`src/rtl/alu_arbiter.sv`:
```
// Two-requester round-robin arbiter feeding a shared multi-cycle signed ALU.
// One operation is in flight at a time; its result is held until acknowledged.
module alu_arbiter #(
  parameter int NBITS = 3,
  parameter int LAT   = 2
) (
  input  logic                    clk_2,
  input  logic                    reset,
  input  logic [1:0]              req,
  input  logic [1:0]              op0,
  input  logic [1:0]              op1,
  input  logic signed [NBITS-1:0] a0,
  input  logic signed [NBITS-1:0] b0,
  input  logic signed [NBITS-1:0] a1,
  input  logic signed [NBITS-1:0] b1,
  input  logic                    res_ack,
  output logic [1:0]              gnt,
  output logic                    busy,
  output logic                    res_valid,
  output logic signed [NBITS-1:0] result,
  output logic                    overflow,
  output logic                    res_id
);

  localparam logic [3:0] CNT_INIT = 4'(LAT - 1);

  typedef enum logic [1:0] {IDLE, EXEC, DONE} state_t;

  state_t                  r_state, w_state_nxt;
  logic [3:0]              r_cnt, w_cnt_nxt;
  logic [1:0]              r_gnt, w_gnt_nxt;
  logic                    r_busy, w_busy_nxt;
  logic                    r_valid, w_valid_nxt;
  logic signed [NBITS-1:0] r_result, w_result_nxt;
  logic                    r_ovf, w_ovf_nxt;
  logic                    r_id, w_id_nxt;
  logic                    r_last, w_last_nxt;
  logic [1:0]              r_op, w_op_nxt;
  logic signed [NBITS-1:0] r_a, w_a_nxt;
  logic signed [NBITS-1:0] r_b, w_b_nxt;

  logic                    w_win;
  logic signed [NBITS-1:0] w_alu;
  logic                    w_alu_ovf;

  // ALU on the operands latched at grant
  always_comb begin
    w_alu     = '0;
    w_alu_ovf = 1'b0;
    case (r_op)
      2'b00: begin
        w_alu     = r_a + r_b;
        w_alu_ovf = (r_a[NBITS-1] == r_b[NBITS-1]) && (w_alu[NBITS-1] != r_a[NBITS-1]);
      end
      2'b01: begin
        w_alu     = r_a - r_b;
        w_alu_ovf = (r_a[NBITS-1] != r_b[NBITS-1]) && (w_alu[NBITS-1] != r_a[NBITS-1]);
      end
      2'b10:   w_alu = r_a & r_b;
      default: w_alu = r_a | r_b;
    endcase
  end

  // Round-robin winner: lone requester wins, a tie goes to the one not granted last
  always_comb begin
    w_win = 1'b0;
    case (req)
      2'b01:   w_win = 1'b0;
      2'b10:   w_win = 1'b1;
      2'b11:   w_win = ~r_last;
      default: w_win = 1'b0;
    endcase
  end

  // Next-state and next-output logic
  always_comb begin
    w_state_nxt  = r_state;
    w_cnt_nxt    = r_cnt;
    w_gnt_nxt    = '0;
    w_valid_nxt  = r_valid;
    w_result_nxt = r_result;
    w_ovf_nxt    = r_ovf;
    w_id_nxt     = r_id;
    w_last_nxt   = r_last;
    w_op_nxt     = r_op;
    w_a_nxt      = r_a;
    w_b_nxt      = r_b;
    case (r_state)
      IDLE: begin
        if (req != 2'b00) begin
          w_op_nxt    = w_win ? op1 : op0;
          w_a_nxt     = w_win ? a1 : a0;
          w_b_nxt     = w_win ? b1 : b0;
          w_gnt_nxt   = w_win ? 2'b10 : 2'b01;
          w_cnt_nxt   = CNT_INIT;
          w_id_nxt    = w_win;
          w_last_nxt  = w_win;
          w_state_nxt = EXEC;
        end
      end
      EXEC: begin
        if (r_cnt == 4'd0) begin
          w_result_nxt = w_alu;
          w_ovf_nxt    = w_alu_ovf;
          w_valid_nxt  = 1'b1;
          w_state_nxt  = DONE;
        end else begin
          w_cnt_nxt = r_cnt - 4'd1;
        end
      end
      DONE: begin
        if (res_ack) begin
          w_valid_nxt = 1'b0;
          w_state_nxt = IDLE;
        end
      end
      default: w_state_nxt = IDLE;
    endcase
    w_busy_nxt = (w_state_nxt != IDLE);
  end

  // State and registered outputs
  always_ff @(posedge clk_2 or posedge reset) begin
    if (reset) begin
      r_state  <= IDLE;
      r_cnt    <= '0;
      r_gnt    <= '0;
      r_busy   <= 1'b0;
      r_valid  <= 1'b0;
      r_result <= '0;
      r_ovf    <= 1'b0;
      r_id     <= 1'b0;
      r_last   <= 1'b1;
      r_op     <= '0;
      r_a      <= '0;
      r_b      <= '0;
    end else begin
      r_state  <= w_state_nxt;
      r_cnt    <= w_cnt_nxt;
      r_gnt    <= w_gnt_nxt;
      r_busy   <= w_busy_nxt;
      r_valid  <= w_valid_nxt;
      r_result <= w_result_nxt;
      r_ovf    <= w_ovf_nxt;
      r_id     <= w_id_nxt;
      r_last   <= w_last_nxt;
      r_op     <= w_op_nxt;
      r_a      <= w_a_nxt;
      r_b      <= w_b_nxt;
    end
  end

  assign gnt       = r_gnt;
  assign busy      = r_busy;
  assign res_valid = r_valid;
  assign result    = r_result;
  assign overflow  = r_ovf;
  assign res_id    = r_id;

endmodule

```
`config.mk`:
```
export PLATFORM = sky130hd
export DESIGN_NAME = alu_arbiter
export DESIGN_NICKNAME = d
export VERILOG_FILES = /design/src/rtl/alu_arbiter.sv
export SDC_FILE = /design/constraint.sdc
export NUM_CORES = 1
export LEC_CHECK = 0
export BUFFER_PORTS_ARGS = -buffer_cell sky130_fd_sc_hd__buf_2
export CAP_MARGIN = 10
export CORE_ASPECT_RATIO = 0.75
export CORE_MARGIN = 5
export CORE_UTILIZATION = 45
export CTS_CLUSTER_DIAMETER = 100
export DETAILED_ROUTE_END_ITERATION = 6
export GPL_ROUTABILITY_DRIVEN = 0
export PLACE_DENSITY = 0.68
export SLEW_MARGIN = 10
export SYNTH_ARGS = -nofsm -noshare
export SYNTH_HDL_FRONTEND = slang
export SYNTH_SLANG_ARGS = --single-unit
```
`constraint.sdc`:
```
create_clock -name clk_2 -period 2.1 [get_ports clk_2]
set_input_delay 0.21 -clock clk_2 [delete_from_list [all_inputs] [get_ports clk_2]]
set_output_delay 0.21 -clock clk_2 [all_outputs]
set_load 0.03 [all_outputs]
```
==> impl_metrics.csv, run 1 <==
group,metric,value,unit
cells_and_area,diodes,0,
yosys,async_reset_ff_share,100,%
global_routing,grt_max_degree,25,
clock_network,cts_root_buf,"clkbuf_8",
run_status,status,"finished, final reports clean",
routing,dr.pass1.iters,4,
yosys,synth.most_common_cell,"o21ai_0",
sta,finalSetupTns,0,ns
sta,post-route-period-util,88.9,%
clock_network,htreeDepth,1,
global_routing,grt_pass1_vias,1110,
sta,fin_skew,0.00646,ns
floorplan,core_area,2980,um2
yosys,synth_flop_cell,"dfrtp_1",
yosys,synth_common_cells,"o21ai_0, dfrtp_1, inv_1, mux2i_1, ha_1",
clock_network,cts.sinks,24,
routing,remaining_drc_errors,0,
routing,num_vias,1077,
clock_network,cts_resized,0,
yosys,synth_top_area_share,40.9,%
global_routing,grt_overflow,0,
yosys,synth_edf_count,0,
cells_and_area,regArea,602,um2
floorplan,initial_core_util,47.3,%
yosys,synth_fp_nets,170,
cells_and_area,drive_gt1_share,23.8,%
hold_path,hold_path.class,"input pin to register",
flow_run,maxCapViolations,0,
clock_network,clock_latency,0.27,ns
routing,wire_per_inst,14.5,um
critical_path,cp-end-kind,"register",
floorplan,fp.dieArea,4360,um2
place,preCtsSetupSlack,0.273,ns
sta,max-slew-margin-rel,58.9,%
sta,holdWs,0.106,ns
routing,dr.first_iter.drc_count,55,
clock_network,cts-buffers-inserted,3,
yosys,ys_top_cells_by_area,"dfrtp_1, o21ai_0, ha_1",
yosys,syn_area,1410,um2
sta,fin_crit,1.87,ns
sta,worst_slack,0.233,ns
critical_path,worstPathMaxFanout,6,
sta,rsz0062_at_grt,"false",
yosys,yosys.area.top_type,"dfrtp_1",
floorplan,rows,17,
yosys,ys_warn_count,0,
place,port_buffers,29,
clock_network,clk_pin_slew_worst_paths,0.08,ns
yosys,synth_seq_cells,24,
floorplan,die_width,74.6,um
routing,viasPerCell,5.23,
cells_and_area,area_growth,15.1,%
yosys,netlist_instances,138,
pwr,power_leakage,0.000774,uW
clock_network,cts_tree,"yes",
global_routing,gr-usage-all-layers,15.8,%
sta,setup_viol,0,
floorplan,num_io_pins,30,
pwr,peakVddDrop,0.678,mV
yosys,avgSynthCellArea,10.2,um2
routing,ant_nets,0,
floorplan,fp.dieH,58.4,um
critical_path,crit_required,2.28,ns
global_routing,antenna_found_initial,0,
clock_network,clock_path_buffers,2,
yosys,ys_seq_area_share,42.8,%
critical_path,crit_path_start_kind,"register",
cells_and_area,final_net_count,201,
global_routing,grt_pass1_wl,5150,um
sta,hold_viol,0,
pwr,power_density,1430,nW/um2
critical_path,worstSetupPathType,"register to register",
cells_and_area,n_fill_cell,285,
sta,drv_slew,0,
yosys,synth_cell_types,39,
sta,worstMarginPinSlew,0.612,ns
critical_path,crit_arrival,2.05,ns
cells_and_area,multi_input_area,696,um2
sta,max_freq,0.535,GHz
routing,drt-total-wl,2990,um
place,dpl.hpwl,2300,um
[area by class of cell]
cell class / count / area share (%)
Sequential cell: 24 / 37.1
Inverter: 14 / 3.24
Timing Repair Buffer: 33 / 11.0
Multi-Input combinational cell: 93 / 42.9
Tap cell: 38 / 2.93
Clock buffer: 4 / 2.78
[what timing repair did]
action / in CTS / in global routing
setup buffers: 0 / 0
hold buffers: 1 / 0
endpoints found under the hold margin: 23 / 0
[through the flow]
step / instances / power (uW) / util, % / instance area (um2)
2_1_floorplan: 138 / 1770 / - / 1410
4_1_cts: 206 / 2340 / 54.4 / 1620
3_5_place_dp: 201 / 2040 / 52.6 / 1570
3_3_place_gp: 201 / 1960 / 52.6 / 1570
6_report: 206 / 2310 / 54.4 / 1620
5_1_grt: 206 / 2560 / 54.4 / 1620
[cell usage in the layout (no fill, tap or decap), types with 4 or more instances in the layout]
cell type and instances:
buf_2 29, o21ai_0 25, dfrtp_1 23, inv_1 14
mux2i_1 10, ha_1 9, nor2_1 5, a21oi_1 4
nor3_1 4, nor2b_1 4
[critical path: stages, from the launching register on]
cell	delay, ns
dfrtp_1	0.41
inv_1	0.09
ha_1	0.17
nor4bb_1	0.51
buf_4	0.24
nand2_1	0.09
o31ai_1	0.26
[metal layers]
layer  up-vias  track usage (%)  part of all wire [%]
met1       496             20.7                    48
met3         6             5.12                   6.4
li1        547                -                     -
met5         -                0                     0
met2        28             23.8                    43
met4         0             6.60                   2.2
[registers in the layout, summed over array words and instances, names as in the netlist, 2 cells and up]
name,cells
r_cnt,4
r_a,3
r_b,3
result,3
gnt,2
r_op,2
r_state,2
[where the power goes]
| group | total [uW] | internal, uW | switching [uW] |
|---|---|---|---|
| Clock | 284 | 136 | 148 |
| Sequential | 894 | 673 | 221 |
| Combinational | 1140 | 492 | 644 |
[worst paths after layout]
path                                from  slack (ns)        end  depth (start not counted)
worst max-delay path            r_cnt[0]        0.23  result[0]                          6
worst min-delay path             res_ack        0.11  res_valid                          2
worst max register to register  r_cnt[0]        0.23  result[0]                          6
worst min register to register    res_id        0.48     res_id                          1
max in group asynchronous          reset        1.30     r_last                          4
min in group asynchronous          reset        0.52     res_id                          4
[logic make-up (layout without fill, tap and decap cells)]
family / Yosys count / count (layout) / synth area share [%]
AOI/OAI and AO/OA: 42 / 42 / 17.5
and+or+nand+nor: 28 / 28 / 11.7
DFF: 24 / 24 / 42.8
buffers and inverters: 21 / 51 / 7.82
adders and majority gates: 11 / 11 / 10.8
muxes: 11 / 11 / 8.71
xor gates and xnor gates: 1 / 1 / 0.622
No activity file was read; power rests on OpenSTA's default activity.
==> inputs of run 2 (changes only) <==
--- a/config.mk
+++ b/config.mk
@@ -13,7 +13,7 @@
 export CTS_CLUSTER_DIAMETER = 100
 export DETAILED_ROUTE_END_ITERATION = 6
 export GPL_ROUTABILITY_DRIVEN = 0
-export PLACE_DENSITY = 0.68
+export PLACE_DENSITY_LB_ADDON = 0.05
 export SLEW_MARGIN = 10
 export SYNTH_ARGS = -nofsm -noshare
 export SYNTH_HDL_FRONTEND = slang
==> impl_metrics.csv, run 2 (synthesized netlist as in run 1, its figures left out) <==
group,metric,value,unit
sta,worstMarginPinSlew,0.626,ns
clock_network,cts.sinks,24,
pwr,peakVddDrop,0.694,mV
routing,drt-total-wl,2690,um
global_routing,grt_pass1_vias,1049,
floorplan,num_io_pins,30,
routing,dr.first_iter.drc_count,62,
sta,worst_slack,0.297,ns
critical_path,crit_path_start_kind,"register",
floorplan,initial_core_util,47.3,%
run_status,status,"finished, final reports clean",
global_routing,antenna_found_initial,0,
cells_and_area,top_register,"r_cnt",
place,dpl.hpwl,2150,um
sta,drv_slew,0,
critical_path,worst-path-buf-inv,1,
critical_path,cp_top_family,"adder cells",
sta,max-slew-margin-rel,58.0,%
hold_path,hold_path.class,"input pin to register",
place,preCtsSetupSlack,0.299,ns
cells_and_area,diodes,0,
floorplan,fp.dieArea,4360,um2
pwr,power_leakage,0.000780,uW
sta,finalSetupTns,0,ns
floorplan,rows,17,
routing,remaining_drc_errors,0,
sta,fin_skew,0.00250,ns
floorplan,die_width,74.6,um
clock_network,htreeDepth,1,
clock_network,cts_tree,"yes",
place,port_buffers,29,
floorplan,core_area,2980,um2
cells_and_area,area_growth,15.8,%
cells_and_area,largest_reg_flops,4,
routing,ant_nets,0,
clock_network,cts-buffers-inserted,3,
critical_path,worstSetupPathType,"register to register",
critical_path,slowest_stage,"fa_1",
sta,max_freq,0.555,GHz
critical_path,crit_required,2.28,ns
clock_network,post_cts_buffers,0,
pwr,power_density,1410,nW/um2
floorplan,fp.dieH,58.4,um
global_routing,grt_max_degree,25,
cells_and_area,drive_gt1_share,24.4,%
clock_network,cts_root_buf,"clkbuf_8",
clock_network,cts_resized,0,
routing,wire_per_inst,13.0,um
sta,hold_viol,0,
clock_network,clock_path_buffers,2,
critical_path,cp-end-kind,"register",
clock_network,clk_pin_slew_worst_paths,0.08,ns
cells_and_area,layout_commonest_cell,"buf_2",
critical_path,critical-path-max-stage-delay,0.48,ns
global_routing,grt_pass1_wl,4630,um
critical_path,cp_cell_sequence,"ha_1 -> fa_1 -> inv_1 -> mux4_2 -> o21ai_0",
cells_and_area,final_net_count,201,
sta,post-route-period-util,85.9,%
critical_path,crit_arrival,1.99,ns
routing,dr.pass1.iters,4,
cells_and_area,final_cell_mix,"buf_2, o21ai_0, dfrtp_1, inv_1, mux2i_1",
sta,setup_viol,0,
clock_network,clock_latency,0.26,ns
routing,num_vias,1071,
sta,fin_crit,1.80,ns
critical_path,worstPathMaxFanout,3,
routing,viasPerCell,5.20,
global_routing,grt_overflow,0,
global_routing,gr-usage-all-layers,13.5,%
flow_run,maxCapViolations,0,
sta,rsz0062_at_grt,"false",
critical_path,rrSetupSlack,0.30,ns
## run 2: final cells by class
class,instances,area (um2)
Multi-Input combinational cell,93,696
Timing Repair Buffer,33,178
Inverter,14,52.6
Fill cell,296,1350
Clock buffer,4,55.1
Sequential cell,24,602
Tap cell,38,47.5
## run 2: path summary, 6_finish.rpt
check                        start        end  depth (start not counted)
setup reg to reg            r_a[0]  result[1]                          5
hold reg to reg             res_id     res_id                          1
min in group asynchronous    reset     res_id                          4
max in group asynchronous    reset     r_last                          4
hold / removal             res_ack  res_valid                          2
setup / recovery            r_a[0]  result[1]                          5
## run 2: timing repair
item	in CTS	in global routing
endpoints found under the hold margin	23	0
setup endpoints to repair	0	0
hold buffers	1	0
## run 2: metal layers
metal	routed length [um]	part of all wire, %	track usage (%)	up-vias
met5	0	0	0	-
li1	-	-	-	545
met1	1340	50	19.4	496
met4	0	0	1.52	0
met3	208	7.7	5.29	0
met2	1140	42	20.0	30
## run 2: power breakdown
| part | total, uW | leakage [uW] | internal (uW) | switching, uW |
|---|---|---|---|---|
| clock | 306 | 0.0000288 | 167 | 139 |
| sequential | 884 | 0.000293 | 673 | 211 |
| combinational | 1120 | 0.000458 | 487 | 629 |
## run 2: per-stage QoR
stage	util [%]	cells	hold slack (ns)	cell area, um2	total power, uW
2_1_floorplan	-	138	0.224	1410	1770
3_3_place_gp	52.6	201	0.265	1570	1980
3_5_place_dp	52.6	201	0.271	1570	2020
4_1_cts	54.7	206	0.119	1630	2340
5_1_grt	54.7	206	0.127	1630	2540
6_report	54.7	206	0.125	1630	2310
==> inputs of run 3 (changes only) <==
--- a/config.mk
+++ b/config.mk
@@ -9,11 +9,12 @@
 export CAP_MARGIN = 10
 export CORE_ASPECT_RATIO = 0.75
 export CORE_MARGIN = 5
-export CORE_UTILIZATION = 45
+export CORE_UTILIZATION = 56
+export CTS_BUF_LIST = sky130_fd_sc_hd__clkbuf_2
 export CTS_CLUSTER_DIAMETER = 100
 export DETAILED_ROUTE_END_ITERATION = 6
 export GPL_ROUTABILITY_DRIVEN = 0
-export PLACE_DENSITY_LB_ADDON = 0.05
+export PLACE_DENSITY_LB_ADDON = 0.2
 export SLEW_MARGIN = 10
 export SYNTH_ARGS = -nofsm -noshare
 export SYNTH_HDL_FRONTEND = slang
==> impl_metrics.csv, run 3 (synthesized netlist as in run 1, its figures left out) <==
group,metric,value,unit
clock_network,cts_tree,"yes",
place,port_buffers,29,
cells_and_area,top_register,"r_cnt",
sta,fin_skew,0.0232,ns
routing,ant_nets,0,
place,dpl.hpwl,2250,um
cells_and_area,largest_reg_flops,4,
critical_path,slowest_stage,"nor4bb_1",
global_routing,grt_overflow,0,
critical_path,crit_arrival,2.23,ns
pwr,p_sw,1010,uW
routing,wire_per_inst,14.2,um
sta,max-slew-margin-rel,56.3,%
cells_and_area,drive_gt1_share,23.7,%
floorplan,num_io_pins,30,
global_routing,grt_pass1_wl,5040,um
critical_path,cp_cell_sequence,"inv_1 -> ha_1 -> nor4bb_1 -> buf_4 -> nand2_1 -> o31ai_1",
global_routing,antenna_found_initial,0,
global_routing,gr-usage-all-layers,18.6,%
global_routing,grt_max_degree,25,
sta,max_freq,0.513,GHz
sta,worst_slack,0.149,ns
cells_and_area,layout_commonest_cell,"buf_2",
hold_path,hold_path.class,"input pin to register",
cells_and_area,final_cell_mix,"buf_2, o21ai_0, dfrtp_1, inv_1, mux2i_1",
hold_path,hold_start,"req[0]",
sta,hold_viol,0,
sta,fin_crit,1.95,ns
pwr,p_int,1200,uW
clock_network,cts.sinks,24,
floorplan,initial_core_util,60.0,%
cells_and_area,area_growth,13.6,%
critical_path,worstSetupStartpoint,"r_cnt[0]",
pwr,pwr-share-clk,8.0,%
routing,num_vias,1099,
critical_path,worstPathMaxFanout,5,
floorplan,core_area,2350,um2
sta,post-route-period-util,92.9,%
sta,worstMarginPinSlew,0.647,ns
critical_path,crit_path_start_kind,"register",
pwr,combPwrFrac,52.0,%
cells_and_area,final_net_count,202,
routing,remaining_drc_errors,0,
critical_path,rr_startpoint,"r_cnt[0]",
sta,drv_slew,0,
critical_path,cp-end-kind,"register",
flow_run,maxCapViolations,0,
routing,dr.first_iter.drc_count,50,
place,preCtsSetupSlack,0.213,ns
floorplan,fp.dieArea,3630,um2
critical_path,worstSetupPathType,"register to register",
sta,setup_viol,0,
pwr,power_density,1390,nW/um2
clock_network,cts-buffers-inserted,3,
routing,viasPerCell,5.41,
routing,drt-total-wl,2880,um
clock_network,htreeDepth,1,
clock_network,clock_latency,0.35,ns
run_status,status,"finished, final reports clean",
sta,rsz0062_at_grt,"false",
cells_and_area,diodes,0,
sta,finalSetupTns,0,ns
global_routing,grt_pass1_vias,1125,
clock_network,clk_pin_slew_worst_paths,0.23,ns
pwr,pwr-share-seq,40.0,%
floorplan,fp.dieH,53.4,um
clock_network,cts_resized,0,
pwr,switching_share,45.7,%
clock_network,clock_path_buffers,2,
pwr,peakVddDrop,0.704,mV
critical_path,critical-path-max-stage-delay,0.60,ns
floorplan,die_width,67.9,um
routing,dr.pass1.iters,4,
sta,holdWs,0.0898,ns
critical_path,crit_required,2.38,ns
pwr,power_leakage,0.000769,uW
floorplan,rows,15,
clock_network,cts_root_buf,"clkbuf_2",
[run 3: cell count changes in the layout (fill, tap and decap cells not counted)]
cell           before  now
dlygate4sd3_1       1    2
clkbuf_2            0    3
clkinv_1            0    1
clkbuf_8            4    0
[run 3: final timing paths]
check	to	slack (ns)	cells past startpoint
setup / recovery	result[0]	0.15	6
hold reg to reg	res_id	0.50	1
hold / removal	r_last	0.09	2
min in group asynchronous	r_state[0]	0.40	4
setup reg to reg	result[0]	0.15	6
max in group asynchronous	r_last	1.39	4
[run 3: area by class of cell]
| class | count | area [um2] |
|---|---|---|
| Multi-Input combinational cell | 93 | 696 |
| Clock buffer | 3 | 15.0 |
| Timing Repair Buffer | 34 | 188 |
| Sequential cell | 24 | 602 |
| Clock inverter | 1 | 3.75 |
| Inverter | 14 | 52.6 |
| Tap cell | 34 | 42.5 |
| Fill cell | 194 | 747 |
[run 3: critical path: cells and delay by family, from the launching register on]
family	cells	cell delay (ns)
AO/OA/AOI/OAI	1	0.25
AND/OR/NAND/NOR	2	0.69
flip-flops	1	0.45
adder cells (fa/ha/maj)	1	0.17
buffers and inverters	2	0.34
[run 3: power groups by stage]
stage	Sequential, uW	Combinational (uW)	Clock, uW
global route	931	1300	201
CTS	885	1160	183
floorplan	931	834	0
finish	887	1150	177
detailed placement	897	1150	0
global placement	878	1090	0
[run 3: per-stage QoR]
stage | instance area [um2] | power [uW] | utilization (%) | std cells
2_1_floorplan | 1410 | 1770 | - | 138
3_3_place_gp | 1560 | 1960 | 66.5 | 197
3_5_place_dp | 1560 | 2050 | 66.5 | 197
4_1_cts | 1600 | 2220 | 68.2 | 203
5_1_grt | 1600 | 2430 | 68.2 | 203
6_report | 1600 | 2220 | 68.2 | 203
[run 3: layer usage]
metal	wire length [um]	vias up	part of all wire (%)	global-route usage, %
met3	166	0	5.8	5.73
met1	1380	522	48	24.5
met4	0	0	0	0.990
met2	1330	28	46	31.5
met5	0	-	0	0
li1	-	549	-	-
[run 3: what timing repair did]
action,4_1_cts,5_1_grt
hold buffers,2,0
endpoints found under the hold margin,24,0
setup buffers,0,0
